--- config.mk ---
export PLATFORM = sky130hd
export DESIGN_NAME = sr_latch_driver
export DESIGN_NICKNAME = d
export VERILOG_FILES = /design/src/rtl/sr_drv_pkg.sv /design/src/rtl/btn_debounce.sv /design/src/rtl/sr_latch_driver.sv
export SDC_FILE = /design/constraint.sdc
export NUM_CORES = 1
export LEC_CHECK = 0
export ABC_AREA = 1
export BUFFER_PORTS_ARGS = -buffer_cell sky130_fd_sc_hd__buf_2
export CORE_MARGIN = 8
export CORE_UTILIZATION = 25
export DETAILED_ROUTE_END_ITERATION = 8
export PLACE_DENSITY = 0.38
export SETUP_SLACK_MARGIN = 0.2
export SYNTH_ARGS = -nofsm -noshare
export SYNTH_HDL_FRONTEND = slang
export SYNTH_HIERARCHICAL = 1
export SYNTH_SLANG_ARGS = --single-unit
--- constraint.sdc ---
create_clock -name clk -period 2.5 [get_ports clk]
set_input_delay 0.25 -clock clk [delete_from_list [all_inputs] [get_ports clk]]
set_output_delay 0.25 -clock clk [all_outputs]
set_load 0.01 [all_outputs]
--- src/rtl/sr_drv_pkg.sv ---
// Shared types and constants for the SR latch command driver.
package sr_drv_pkg;

  // Command sequencer phases.
  typedef enum logic [1:0] {
    IDLE   = 2'd0,
    SETUP  = 2'd1,
    STROBE = 2'd2,
    HOLD   = 2'd3
  } state_t;

  // Which latch input a command drives.
  typedef enum logic {
    CMD_SET   = 1'b0,
    CMD_RESET = 1'b1
  } cmd_t;

  localparam logic [7:0] DROP_MAX = 8'd255;

  // Saturating add for the drop counter; never wraps past DROP_MAX.
  function automatic logic [7:0] sat_add(input logic [7:0] base, input logic [1:0] inc);
    logic [8:0] sum;
    sum = {1'b0, base} + {7'd0, inc};
    if (sum > {1'b0, DROP_MAX}) begin
      return DROP_MAX;
    end
    return sum[7:0];
  endfunction

endpackage

--- src/rtl/btn_debounce.sv ---
// Two-flop synchronizer, debounce counter and registered rising-edge pulse
// for one raw push-button input.
module btn_debounce #(
  parameter int DB_CYCLES = 4
) (
  input  logic clk,
  input  logic rst,
  input  logic btn,
  output logic req
);

  localparam int CW = $clog2(DB_CYCLES + 1);
  localparam logic [CW-1:0] CNT_LAST = CW'(DB_CYCLES - 1);

  logic          sync_meta;
  logic          sync_level;
  logic          db_level;
  logic          db_prev;
  logic          req_reg;
  logic [CW-1:0] cnt;

  // Bring the asynchronous button into the clock domain.
  always_ff @(posedge clk) begin
    if (rst) begin
      sync_meta  <= 1'b0;
      sync_level <= 1'b0;
    end else begin
      sync_meta  <= btn;
      sync_level <= sync_meta;
    end
  end

  // Accept a new level only after it differs for DB_CYCLES consecutive cycles.
  always_ff @(posedge clk) begin
    if (rst) begin
      db_level <= 1'b0;
      cnt      <= '0;
    end else if (sync_level == db_level) begin
      cnt <= '0;
    end else if (cnt == CNT_LAST) begin
      db_level <= ~db_level;
      cnt      <= '0;
    end else begin
      cnt <= cnt + CW'(1);
    end
  end

  // One-cycle pulse on each debounced rising edge; falling edges are ignored.
  always_ff @(posedge clk) begin
    if (rst) begin
      db_prev <= 1'b0;
      req_reg <= 1'b0;
    end else begin
      db_prev <= db_level;
      req_reg <= db_level & ~db_prev;
    end
  end

  assign req = req_reg;

endmodule

--- src/rtl/sr_latch_driver.sv ---
// Turns debounced set/reset button presses into framed S/R + C strobe
// commands for a clocked SR latch, with arbitration and drop counting.
module sr_latch_driver #(
  parameter int DB_CYCLES     = 4,
  parameter int STROBE_CYCLES = 2
) (
  input  logic       clk,
  input  logic       rst,
  input  logic       btn_set,
  input  logic       btn_reset,
  output logic       latch_s,
  output logic       latch_r,
  output logic       latch_c,
  output logic       busy,
  output logic       q_expect,
  output logic [7:0] drop_cnt
);

  import sr_drv_pkg::*;

  localparam logic [3:0] STROBE_LAST = 4'(STROBE_CYCLES - 1);

  logic       req_set;
  logic       req_reset;

  state_t     state_reg, state_next;
  cmd_t       cmd_reg, cmd_next;
  logic [3:0] scnt_reg, scnt_next;
  logic       q_reg, q_next;
  logic [7:0] drop_reg, drop_next;
  logic [1:0] drop_inc;

  logic       s_reg, s_next;
  logic       r_reg, r_next;
  logic       c_reg, c_next;
  logic       busy_reg, busy_next;

  btn_debounce #(.DB_CYCLES(DB_CYCLES)) u_db_set (
    .clk (clk),
    .rst (rst),
    .btn (btn_set),
    .req (req_set)
  );

  btn_debounce #(.DB_CYCLES(DB_CYCLES)) u_db_reset (
    .clk (clk),
    .rst (rst),
    .btn (btn_reset),
    .req (req_reset)
  );

  // Sequencer state, drop counter and registered latch drive.
  always_ff @(posedge clk) begin
    if (rst) begin
      state_reg <= IDLE;
      cmd_reg   <= CMD_SET;
      scnt_reg  <= '0;
      q_reg     <= 1'b0;
      drop_reg  <= '0;
      s_reg     <= 1'b0;
      r_reg     <= 1'b0;
      c_reg     <= 1'b0;
      busy_reg  <= 1'b0;
    end else begin
      state_reg <= state_next;
      cmd_reg   <= cmd_next;
      scnt_reg  <= scnt_next;
      q_reg     <= q_next;
      drop_reg  <= drop_next;
      s_reg     <= s_next;
      r_reg     <= r_next;
      c_reg     <= c_next;
      busy_reg  <= busy_next;
    end
  end

  // Next state, arbitration, and outputs decoded from the next state so that
  // the registered latch pins line up with the state they belong to.
  always_comb begin
    state_next = state_reg;
    cmd_next   = cmd_reg;
    scnt_next  = scnt_reg;
    q_next     = q_reg;
    drop_inc   = 2'd0;

    case (state_reg)
      IDLE: begin
        scnt_next = '0;
        if (req_reset) begin
          state_next = SETUP;
          cmd_next   = CMD_RESET;
          if (req_set) begin
            drop_inc = 2'd1;   // reset wins a tie; the set is lost
          end
        end else if (req_set) begin
          state_next = SETUP;
          cmd_next   = CMD_SET;
        end
      end
      SETUP: begin
        state_next = STROBE;
        scnt_next  = '0;
      end
      STROBE: begin
        if (scnt_reg == STROBE_LAST) begin
          state_next = HOLD;
          q_next     = (cmd_reg == CMD_SET);
        end else begin
          scnt_next = scnt_reg + 4'd1;
        end
      end
      HOLD: begin
        state_next = IDLE;
      end
      default: begin
        state_next = IDLE;
      end
    endcase

    // Any request seen while a command is in flight is discarded.
    if (state_reg != IDLE) begin
      drop_inc = {1'b0, req_set} + {1'b0, req_reset};
    end

    drop_next = sat_add(drop_reg, drop_inc);
    busy_next = (state_next != IDLE);
    s_next    = busy_next && (cmd_next == CMD_SET);
    r_next    = busy_next && (cmd_next == CMD_RESET);
    c_next    = (state_next == STROBE);
  end

  assign latch_s  = s_reg;
  assign latch_r  = r_reg;
  assign latch_c  = c_reg;
  assign busy     = busy_reg;
  assign q_expect = q_reg;
  assign drop_cnt = drop_reg;

endmodule

## After elaboration in Yosys (flattened, before gate mapping)

Index checks and enable logic that the tools add are counted.

- Bitwise gates (word level): 10
- $lt $le $gt $ge: 1
- Eq/ne operators: 10
- Muxes and demuxes: 16
- Reductions and logical operators: 13
- $add $sub $neg: 5

Operator list:

| kind | count |
|---|---|
| $mux 8 | 2 |
| $add 8x2->9 | 1 |
| $gt 9x8->1 const B | 1 |
| $mux 2 | 4 |
| $not 1->1 | 8 |
| $pmux 2 s4 | 1 |
| $pmux 4 s2 | 1 |
| $reduce_and 2->1 | 4 |
| $mux 1 | 7 |
| $add 3x1->3 const B | 2 |
| $eq 2x2->1 const B | 3 |
| $eq 3x2->1 const B | 2 |
| $reduce_bool 2->1 | 3 |
| $reduce_or 3->1 | 2 |
| $add 4x1->4 const B | 1 |
| $eq 4x1->1 const B | 1 |
| $mux 4 | 1 |
| $add 1x1->2 | 1 |
| $and 1x1->1 | 2 |
| $eq 1x1->1 | 2 |
| $eq 2x1->1 const B | 1 |
| $logic_and 1x1->1 | 2 |
| $logic_not 2->1 | 1 |
| $ne 2x2->1 const B | 1 |
| $reduce_or 2->1 | 1 |

- Bits in registers: 36
- Output and inout port bits: 13
- Logic and storage cells: 76

## Longest topological paths before layout

Gate-level depths: netlist of the first run.

- Depth after elaboration: 8
- Mapped depth: 13
- Mapped depth without buffers: 13

## By module

The synthesis of the first run kept the hierarchy.

By module, submodules not included:

| module | area each (µm²) | instances | cells each | seq. area each (µm²) |
|---|---|---|---|---|
| sr_latch_driver | 1,031.0 | 1 | 132 | 400.4 |
| btn_debounce | 275.3 | 2 | 31 | 160.2 |

## Worst setup path before layout of the first run

No wires, ideal clock.

- Path kind: register -> register
- Start: register state_reg[0]
- End: register drop_reg[7] (netlist: drop_cnt[7])
- Library setup time: 0.117 ns
- Setup slack: 0.526 ns
- Period minus slack after synthesis: 1.974 ns
- Stages on the path, launching flop included: 14
- Buffers on the path: 0
- Arrival: 1.857 ns
- Required time: 2.383 ns
- Path through: dfxtp_1 inv_1 ha_1 inv_2 nand2_1 o21ai_0 ha_1 fa_1 nand2_2 clkinv_2 nand2_2 nand2_1 o21ai_1 nor2_1

- Cells in the longest elaborated chain, start to end: 7
- Elaborated cells on any way between the ends: 8
- Classes of those cells: 1 x add/sub; 1 x order compare; 4 x mux; 2 x reduce/logical

Ends and longest elaborated chain:

| item | RTL line | text |
|---|---|---|
| from (decl) | sr_latch_driver.sv:26 | `state_t state_reg, state_next;` |
| from (signal assigned) | sr_latch_driver.sv:65 | `state_reg <= state_next;` |
| $logic_not 2->1 | sr_latch_driver.sv:86 | `case (state_reg)` |
| $mux 1 | sr_latch_driver.sv:86 |  |
| $mux 2 (*) | sr_latch_driver.sv:121 | `if (state_reg != IDLE) begin` |
| $add 8x2->9 (*) | sr_drv_pkg.sv:23 | `sum = {1'b0, base} + {7'd0, inc};` |
| $gt 9x8->1 | sr_drv_pkg.sv:24 | `if (sum > {1'b0, DROP_MAX}) begin` |
| $mux 1 | sr_drv_pkg.sv:24 |  |
| $mux 8 (*) | sr_drv_pkg.sv:27 | `return sum[7:0];` |
| to (signal assigned) | sr_latch_driver.sv:69 | `drop_reg <= drop_next;` |
| to (decl) | sr_latch_driver.sv:30 | `logic [7:0] drop_reg, drop_next;` |

Mark *: on every way between the ends. The rest lies on a longest branch, timed or not.
A chain may end at the register's enable or synchronous reset.

## Final worst setup path of the first run

Same ends and word-level chain as after synthesis.

==> results of run 1 <==
area by class of cell:
cell class                      instances  area share
Clock inverter                          2     0.01870
Inverter                               39     0.08016
Clock buffer                            6     0.03874
Tap cell                               77     0.05144
Timing Repair Buffer                   16     0.04275
Multi-Input combinational cell        118      0.3834
Sequential cell                        36      0.3848
worst max-delay path, stage by stage, from the launching register on:
cell and delay (ns):
dfxtp_1 0.31, inv_1 0.16, ha_4 0.19, inv_2 0.05
nand2_1 0.05, o21ai_0 0.07, ha_1 0.22, fa_1 0.42
nand2_2 0.10, clkinv_2 0.09, nand2_2 0.09, nand2_1 0.05
o21ai_1 0.13, nor2_1 0.04
power groups by stage:
stage               registers (µW)  logic (µW)  clock network, µW
floorplan                      592        11.7                  0
global placement               592        20.0                  0
detailed placement             592        20.3                  0
CTS                            579        20.4                533
global route                   579        23.0                550
finish                         579        19.4                509
per-stage QoR:
step	util	cell area [µm²]	cells	hold slack, ns	setup slack [ns]
finish	0.3001	1873	294	0.1619	0.4264
global route	0.3001	1873	294	0.1538	0.2191
CTS	0.2981	1861	294	0.1486	0.3546
detailed placement	0.2809	1753	286	0.3849	0.3609
global placement	0.2809	1753	286	0.3808	0.4186
floorplan	-	1582	194	0.3212	0.5261
per-layer routing:
| layer | vias to the layer above | wire (µm) | GRT usage |
|---|---|---|---|
| met5 | - | 0 | 0 |
| met4 | 0 | 55 | 0.03457 |
| met3 | 6 | 123 | 0.02677 |
| met2 | 14 | 1361 | 0.1189 |
| met1 | 526 | 1397 | 0.07891 |
| li1 | 646 | - | - |
cell usage in the layout (no fill, tap or decap):
cell type,instances
xnor2_1,1
fa_1,1
and3_1,1
inv_4,1
nand3_2,5
nor3_1,6
nand2_2,8
buf_2,16
dfxtp_1,36
inv_1,33
clkbuf_1,1
o21ai_1,6
o21bai_1,1
ha_4,1
nand3_1,7
o21ai_0,2
xor2_1,1
clkinv_2,2
nor2_1,32
a21oi_1,6
nand4_4,1
bufinv_16,1
clkbuf_8,5
nand4_1,2
inv_2,4
nand2_1,20
nor2_2,3
a21oi_2,1
a31oi_1,2
ha_1,11
kinds of logic (layout without fill, tap and decap cells):
logic type,count (synthesis),count (layout),synth area share
xor+xnor,2,2,0.01108
fa+ha+maj,13,13,0.1076
simple gates,85,85,0.2650
buf+inv,40,63,0.09810
flops,36,36,0.4557
compound gates,18,18,0.06250
how the worst max path moves through the flow:
stage	from	endpoint	slack [ns]	depth (start not counted)
detailed placement	state_reg[0]	drop_cnt[7]	0.36	13
CTS	state_reg[0]	drop_cnt[7]	0.35	13
finish	state_reg[0]	drop_cnt[7]	0.43	13
global placement	state_reg[0]	drop_cnt[7]	0.42	13
floorplan	state_reg[0]	drop_cnt[7]	0.53	13
global route	state_reg[0]	drop_cnt[7]	0.22	13
==> metrics.md, run 1 <==
| Metric | Value |
|---|---|
| Total of max-cap violations | `0` |
| Via Count | `1192` |
| Row Count | `29` |
| Final Slew Violations | `0` |
| Diode count | `0` |
| Max frequency | `0.4822 GHz` |
| Initial antenna violation count | `0` |
| Max VDD drop | `0.0002941 V` |
| Rel. slew slack | `0.6753` |
| Port bufs | `16` |
| CTS sink cnt | `36` |
| Tcrit/Tclk final | `0.8294` |
| Post-synthesis cell type count | `26` |
| Mean post-synth cell area | `8.152 µm²` |
| Setup TNS | `0 ns` |
| Synth Instances | `between 150 and 200` |
| Tightest Pin Transition | `0.4871 ns` |
| Clk slew on worst S/H paths | `0.07 ns` |
| Syn Std Cell Area | `around 0.0016 mm²` |
| Layout cells sized above 1 | `0.2212` |
| Number of DRC markers in iteration 0 | `38` |
| Via density | `slightly above 4` |
| PD cells | `about 600 mW/mm²` |
| Sw power | `228.8 µW` |
| Skew final | `0.005405 ns` |
| Die X | `95.54 µm` |
| Post-CTS Setup Bufs | `0` |
| Synth Warn # | `6` |
| Flops & latches, synth | `36` |
| Most common cell in the synthesized netlist | `dfxtp_1` |
| Die footprint | `0.009127 mm²` |
| IO Pins | `17` |
| Grt total ovfl | `0` |
| ANT nets after route | `0` |
| CTS tree | `done` |
| Ys async rst share | `0` |
| First-pass GRT wire length | `5.057 mm` |
| Worst-case reg-to-reg path depth | `13` |
| Final Hold Fails | `0` |
| Crit-path max FO | `4` |
| Largest net degree at the start of global routing | `23` |
| Seq/Total Area, Yosys | `0.4557` |
| CTS Buffer Depth | `2` |
| Resize count post-CTS | `0` |
| Synth area leaders | `dfxtp_1, ha_1, inv_1` |
| Area growth syn-to-layout | `18.43%` |
| Worst Path Arrival | `2.26 ns` |
| Final setup violation count | `0` |
| Minimum clock period | `just over 2 ns` |
| Total design power | `1107 µW` |
| Starting Density | `0.2534` |
| RSZ-0062 raised after global routing | `false` |
| R2R Setup Slk | `0.43 ns` |
| Vias in the first global route | `1170` |
| Hold path startpoint | `btn_reset` |
| All-layer global routing usage | `0.07157` |
| Post-synth top cells | `dfxtp_1, inv_1, nor2_1, nand2_1, ha_1` |
| Clk_lat worst skew | `approximately 0.28 ns` |
| Clock buffer count from CTS | `5` |
| Sw Ratio | `0.2066` |
| Max reg flops | `8` |
| Hold_buf cts | `0` |
| Placed wire-length estimate | `about 2.1 mm` |
| Area of the multi-input gates | `718.2 µm²` |
| Post-synth EDFFs | `0` |
| Synth area leader | `dfxtp_1` |
| Core area | `0.006241 mm²` |
| Register area | `~720 µm²` |
| First-pass DRT Iterations | `4` |
| Fill cells | `690` |
| CP Data Required Time | `2.68 ns` |
| Flop pwr share | `0.523` |
| Nature of the critical path endpoint | `register` |
| WHS Endpoint | `u_db_reset/sync_meta` |
| Reg-to-Reg Start | `state_reg[0]` |
| Comb power frac | `0.018` |
| Final wirelength | `2.937 mm` |
| DRC violations left | `0` |
| Leakage | `0.0008732 µW` |
| Gpl congestion | `about 0.75` |
| H-Tree Level Count | `2` |
| CP Launch Type | `register` |
| Kind of critical path | `reg -> reg` |
| Routed len/inst | `~10 µm` |
| Primary FF master, synth | `dfxtp_1` |
| Worst min path class | `in -> reg` |
| Die Y-Extent | `approximately 96 µm` |
| Layout net count | `around 230` |
| Top-area cell type share of the netlist area | `0.4557` |
| Int Power | `878.7 µW` |
| Status | `completed` |
| CTS Root Buffer Type | `clkbuf_8` |
| Clock share of power | `0.460` |
| Post-Syn Nets | `roughly 210` |
| Hold Path Stages | `3` |
| R2r endpoint | `drop_cnt[7]` |
(Power assumes the default switching activity.)
==> run 2, diff against run 1 <==
--- a/config.mk
+++ b/config.mk
@@ -5,12 +5,12 @@
 export SDC_FILE = /design/constraint.sdc
 export NUM_CORES = 1
 export LEC_CHECK = 0
-export ABC_AREA = 1
+export ABC_AREA = 0
 export BUFFER_PORTS_ARGS = -buffer_cell sky130_fd_sc_hd__buf_2
 export CORE_MARGIN = 8
 export CORE_UTILIZATION = 25
 export DETAILED_ROUTE_END_ITERATION = 8
-export PLACE_DENSITY = 0.38
+export PLACE_DENSITY = 0.39
 export SETUP_SLACK_MARGIN = 0.2
 export SYNTH_ARGS = -nofsm -noshare
 export SYNTH_HDL_FRONTEND = slang
==> constraint.sdc (replaced) <==
create_clock -name clk -period 1.8 [get_ports clk]
set_input_delay 0.18 -clock clk [delete_from_list [all_inputs] [get_ports clk]]
set_output_delay 0.18 -clock clk [all_outputs]
set_load 0.01 [all_outputs]
==> metrics.md, run 2 <==
| Metric | Value |
|---|---|
| Fin worst setup slack | `-0.2193 ns (-0.6457 ns)` |
| Tightest Pin Transition | `0.5528 ns (+0.06572 ns)` |
| Grt total ovfl | `0 (unchanged)` |
| IO Pins | `17 (unchanged)` |
| Tcrit/Tclk final | `1.122 (+0.2924)` |
| PD cells | `987.9 mW/mm² (+67%)` |
| Top-area cell type share of the netlist area | `0.4848 (+0.02915)` |
| All-layer global routing usage | `0.07483 (+0.003264)` |
| Fin util | `0.3364 (+0.03628)` |
| Synth Warn # | `6 (unchanged)` |
| Routed len/inst | `11.68 µm (+17%)` |
| Hold_buf cts | `0 (unchanged)` |
| Final Hold Fails | `0 (unchanged)` |
| Nature of the critical path endpoint | `register` |
| Layout net count | `195 (-16%)` |
| Ys async rst share | `0 (unchanged)` |
| Syn Std Cell Area | `0.001486 mm² (-6.0%)` |
| Kind of critical path | `reg -> reg` |
| Post-route cell area | `0.001968 mm² (+5.1%)` |
| Post-synth top cells | `dfxtp_1, ha_1, inv_1, a21oi_1` |
| Rel. slew slack | `0.6314 (-0.04381)` |
| Die Y-Extent | `93.11 µm (-2.5%)` |
| Total design power | `1944 µW (+76%)` |
| Status | `finished, violations left` |
| Placed wire-length estimate | `2.056 mm (-2.6%)` |
| Crit-path max FO | `5 (+1)` |
| Final hold slack | `0.09929 ns (-0.06259 ns)` |
| Worst Path Arrival | `2.17 ns (-0.09 ns)` |
| Primary FF master, synth | `dfxtp_1` |
| Setup crit start | `u_db_set/req` |
| CTS Buffer Depth | `2 (unchanged)` |
| Most common cell in the synthesized netlist | `dfxtp_1` |
| CTS sink cnt | `36 (unchanged)` |
| CTS tree | `done` |
| ANT nets after route | `0 (unchanged)` |
| Post-synth EDFFs | `0 (unchanged)` |
| Number of DRC markers in iteration 0 | `41 (+7.9%)` |
| Final Slew Violations | `0 (unchanged)` |
| Layout cells sized above 1 | `0.3687 (+0.1475)` |
| Port bufs | `16 (unchanged)` |
| RSZ-0062 raised after global routing | `true` |
| Area growth syn-to-layout | `32.41%` |
| Vias in the first global route | `1121 (-4.2%)` |
| Register area | `730.7 µm² (+1.4%)` |
| Post-Layout Cell Count | `254 (-14%)` |
| Total of max-cap violations | `0 (unchanged)` |
| Via density | `4.425 (+9.1%)` |
| Synth area leader | `dfxtp_1` |
| Area of the multi-input gates | `802.0 µm² (+12%)` |
| Commonest non-fill, non-tap cell in the layout | `dfxtp_1` |
| Minimum clock period | `2.019 ns (-0.05430 ns)` |
| Final setup violation count | `8 (+8)` |
| Max reg flops | `8 (unchanged)` |
| Area after DPL | `0.001765 mm² (+0.71%)` |
| Clk slew on worst S/H paths | `0.07 ns (about the same)` |
| Final wirelength | `2.966 mm (+0.99%)` |
| Flops & latches, synth | `36 (unchanged)` |
| Core area | `0.005851 mm² (-6.3%)` |
| Failing checks | `setup timing` |
| Die X | `93.11 µm (-2.5%)` |
| Gpl congestion | `0.7079 (-5.2%)` |
| Hold path startpoint | `btn_reset` |
| Fill cells | `604 (-12%)` |
| CP Data Required Time | `1.95 ns (-0.73 ns)` |
| Via Count | `1124 (-5.7%)` |
| DRC violations left | `0 (unchanged)` |
| H-Tree Level Count | `2 (unchanged)` |
| Reg-to-Reg Start | `u_db_set/req` |
| Die footprint | `0.008669 mm² (-5.0%)` |
| First-pass GRT wire length | `5.071 mm (+0.28%)` |
| CTS Root Buffer Type | `clkbuf_8` |
| Commonest non-fill, non-tap cells in the layout | `dfxtp_1, buf_2, buf_4` |
| Max VDD drop | `0.0004282 V (+46%)` |
| Worst min path class | `in -> reg` |
| Starting Density | `0.2541 (+0.0006552)` |
| Leakage | `0.0007850 µW (-10%)` |
| Diode count | `0 (unchanged)` |
| Cells after DPL | `242 (-15%)` |
| Clock buffer count from CTS | `5 (unchanged)` |
| Seq/Total Area, Yosys | `0.4848 (+0.02915)` |
| Skew final | `0.002356 ns (-0.003049 ns)` |
| Mean post-synth cell area | `10.39 µm² (+28%)` |
| Post-synthesis cell type count | `39 (+50%)` |
| Clk_lat worst skew | `0.29 ns (about the same)` |
| Row Count | `28 (-3.4%)` |
| Largest net degree at the start of global routing | `28 (+22%)` |
| Synth area leaders | `dfxtp_1, ha_1, nor2b_1` |
| CP Launch Type | `register` |
| Synth Instances | `143 (-26%)` |
| First-pass DRT Iterations | `5 (+1)` |
| Initial antenna violation count | `0 (unchanged)` |
| Max frequency | `0.4952 GHz (+2.7%)` |
| Post-Syn Nets | `160 (-24%)` |
## run 2: cells by family after synthesis
logic type,share of synthesized area
compound gates,0.1094
mux,0.02104
fa+ha+maj,0.1145
buf+inv,0.03283
xor+xnor,0.01768
flops,0.4848
simple gates,0.2197
## run 2: critical path: stages, from the launching register on
cell,delay [ns]
dfxtp_2,0.34
ha_4,0.23
mux2_4,0.28
ha_4,0.17
fa_2,0.38
and4_4,0.17
nand4_1,0.21
a31oi_1,0.12
## run 2: area by class of cell
cell class                 count  share of cell area
inverter                      10             0.01907
multi-input combinational     94              0.4075
clock inverter                 2             0.01780
sequential                    36              0.3713
clock buffer                   6             0.03687
tap                           75             0.04768
timing repair buffer          31             0.09981
## run 2: path summary, 6_finish.rpt
path | end | slack, ns | cells after the start
max reg2reg | drop_cnt[3] | -0.22 | 7
max | drop_cnt[3] | -0.22 | 7
min | u_db_reset/sync_meta | 0.1 | 2
min reg2reg | u_db_set/req | 0.38 | 1
## run 2: per-stage QoR
step	worst slack [ns]	TNS, ns
2_1_floorplan	-0.3820	-1.870
3_3_place_gp	-0.2779	-1.704
3_5_place_dp	-0.3044	-1.983
4_1_cts	-0.2544	-1.798
5_1_grt	-0.3005	-2.116
6_report	-0.2193	-1.511
## run 2: what timing repair did
action / CTS / global route
pin swaps: 7 / 12
resized for setup: 11 / 8
endpoints found under the setup margin: 14 / 15
endpoints found under the hold margin: 0 / 0
setup buffers: 2 / 2
## run 2: metal layers
layer | vias to the layer above | wire length (µm) | global-route usage
met4 | 0 | 77 | 0.04832
li1 | 585 | - | -
met3 | 7 | 145 | 0.02724
met2 | 17 | 1306 | 0.1112
met1 | 515 | 1437 | 0.08914
met5 | - | 0 | 0
## run 2: power by group
part | internal [µW] | switching (µW) | total [µW] | leakage [µW]
Clock | 411 | 290 | 701 | 0.0000552
Sequential | 846 | 20.6 | 866 | 0.000295
Combinational | 189 | 187 | 377 | 0.000435
==> run 3, diff against run 2 <==
--- a/config.mk
+++ b/config.mk
@@ -10,7 +10,7 @@
 export CORE_MARGIN = 8
 export CORE_UTILIZATION = 25
 export DETAILED_ROUTE_END_ITERATION = 8
-export PLACE_DENSITY = 0.39
+export PLACE_DENSITY = 0.38
 export SETUP_SLACK_MARGIN = 0.2
 export SYNTH_ARGS = -nofsm -noshare
 export SYNTH_HDL_FRONTEND = slang
==> constraint.sdc (replaced) <==
create_clock -name clk -period 2.08 [get_ports clk]
set_input_delay 0.208 -clock clk [delete_from_list [all_inputs] [get_ports clk]]
set_output_delay 0.208 -clock clk [all_outputs]
set_load 0.01 [all_outputs]
==> metrics.md, run 3 (synthesis results as in run 2) <==
| Metric | Value |
|---|---|
| Status | `completed` |
| Largest net degree at the start of global routing | `33 (+18%)` |
| Delay-heaviest family, CP | `adder cells` |
| Die X | `93.11 µm (unchanged)` |
| H-Tree Level Count | `2 (unchanged)` |
| GRT met1 Usage | `0.08902 (-0.0001266)` |
| All-layer global routing usage | `0.07647 (+0.001639)` |
| Port bufs | `16 (unchanged)` |
| Max frequency | `0.4849 GHz (-2.1%)` |
| Skew final | `0.006939 ns (+0.004583 ns)` |
| Kind of critical path | `reg -> reg` |
| Clock buffer count from CTS | `5 (unchanged)` |
| Rel. slew slack | `0.5631 (-0.06833)` |
| CTS sink cnt | `36 (unchanged)` |
| Commonest non-fill, non-tap cell in the layout | `dfxtp_1` |
| Layout net count | `187 (-4.1%)` |
| Clk slew on worst S/H paths | `0.07 ns (about the same)` |
| Diode count | `0 (unchanged)` |
| Max VDD drop | `0.0002839 V (-34%)` |
| Final Hold Fails | `0 (unchanged)` |
| Final setup violation count | `0 (-8)` |
| Layout cells sized above 1 | `0.3099 (-0.05877)` |
| PD cells | `860.5 mW/mm² (-13%)` |
| Number of DRC markers in iteration 0 | `74 (+80%)` |
| Total of max-cap violations | `0 (unchanged)` |
| Die Y-Extent | `93.11 µm (unchanged)` |
| Tightest Pin Transition | `0.6553 ns (+0.1025 ns)` |
| Tcrit/Tclk final | `0.9914 (-0.1304)` |
| Grt met2 use | `0.1183 (+0.007101)` |
| Leakage | `0.0007383 µW (-6.0%)` |
| CTS Buffer Depth | `2 (unchanged)` |
| CP Launch Type | `register` |
| Routed len/inst | `11.95 µm (+2.3%)` |
| Worst min path class | `in -> reg` |
| CP max-delay cell | `or4_1` |
| Minimum clock period | `2.062 ns (+0.04287 ns)` |
| IO Pins | `17 (unchanged)` |
| CP dominant cell by count | `ha_4` |
| Fill cells | `595 (-1.5%)` |
| Grt total ovfl | `0 (unchanged)` |
| ANT nets after route | `0 (unchanged)` |
| Cells along the critical path | `ha_4, mux2_4, ha_4, fa_2, or4_1, o211a_1` |
| Clk_lat worst skew | `0.28 ns (about the same)` |
| CTS Root Buffer Type | `clkbuf_8` |
| CP peak stage delay | `0.48 ns (+0.10 ns)` |
| Worst Path Arrival | `2.24 ns (+0.07 ns)` |
| Final Slew Violations | `0 (unchanged)` |
| Die footprint | `0.008669 mm² (unchanged)` |
| Grt met3 use | `0.03045 (+0.003205)` |
| Post-place setup slack | `-0.01191 ns (+0.2925 ns)` |
| CP Data Required Time | `2.26 ns (+0.31 ns)` |
| Final wirelength | `2.939 mm (-0.91%)` |
| Vias in the first global route | `1166 (+4.0%)` |
| Initial antenna violation count | `0 (unchanged)` |
| First-pass DRT Iterations | `3 (-2)` |
| Row Count | `28 (unchanged)` |
| Gpl congestion | `0.7671 (+8.4%)` |
| Starting Density | `0.2541 (unchanged)` |
| Area growth syn-to-layout | `26.35%` |
| RSZ-0062 raised after global routing | `true` |
| Commonest non-fill, non-tap cells in the layout | `dfxtp_1, buf_2, ha_1` |
| Via Count | `1109 (-1.3%)` |
| DRC violations left | `0 (unchanged)` |
| Placed wire-length estimate | `2.114 mm (+2.8%)` |
| Core area | `0.005851 mm² (unchanged)` |
| R2R Setup Slk | `0.02 ns (+0.24 ns)` |
| Nature of the critical path endpoint | `register` |
| Crit-path max FO | `3 (-2)` |
| WP buf/inv | `0 (unchanged)` |
| Via density | `4.508 (+1.9%)` |
| CTS tree | `done` |
| First-pass GRT wire length | `5.292 mm (+4.4%)` |
| Max reg flops | `8 (unchanged)` |
| Total design power | `1616 µW (-17%)` |
| Gr busiest metal | `met2` |
| Fin worst setup slack | `0.01781 ns (+0.2371 ns)` |
-- run 3: stage by stage --
stage          TNS [ns]  instance area, µm²  std cells  hold WS, ns    util
2_1_floorplan   -0.1020                1530        143       0.2782       -
4_1_cts        -0.02663                1842        245       0.1179  0.3148
5_1_grt         -0.1031                1878        246       0.1170  0.3210
6_report              0                1878        246       0.1307  0.3210
3_5_place_dp   -0.01191                1728        237       0.3759  0.2953
3_3_place_gp          0                1728        237       0.3745  0.2953
-- run 3: final cells by class --
type	count	area (µm²)	share of cell area
inverter	10	37.54	0.01999
clock buffer	6	72.57	0.03864
timing repair buffer	23	132.6	0.07062
clock inverter	2	35.03	0.01865
sequential	36	725.7	0.3864
tap	75	93.84	0.04997
multi-input combinational	94	780.7	0.4157
-- run 3: worst register-to-register path, delay by kind of cell (launching register included) --
kind                     cells  cell delay, ns
adder cells (fa/ha/maj)      3            0.75
AND/OR/NAND/NOR              1            0.48
flip-flops                   1            0.34
multiplexers                 1            0.28
AO/OA/AOI/OAI                1            0.12
-- run 3: layer usage --
metal	up-vias	part of all wire
li1	565	-
met1	522	0.45
met2	18	0.48
met3	4	0.055
met4	0	0.014
met5	-	0
-- run 3: final timing paths --
path	start	endpoint	depth (start not counted)
worst max register to register	u_db_set/req	drop_cnt[7]	6
worst min register to register	u_db_set/db_prev	u_db_set/req	1
worst min-delay path	btn_set	u_db_set/sync_meta	2
worst max-delay path	u_db_set/req	drop_cnt[7]	6
-- run 3: power breakdown --
group | internal (µW) | switching [µW]
clock | 356 | 240
combinational | 125 | 147
sequential | 731 | 17.9
total | 1210 | 405
-- run 3: timing repair --
item                       4_1_cts  5_1_grt
setup endpoints to repair        8        8
cloned                           0        0
buffers inserted                 0        1
pin swaps                        0        1
resized for setup                2        7
hold buffers                     0        0
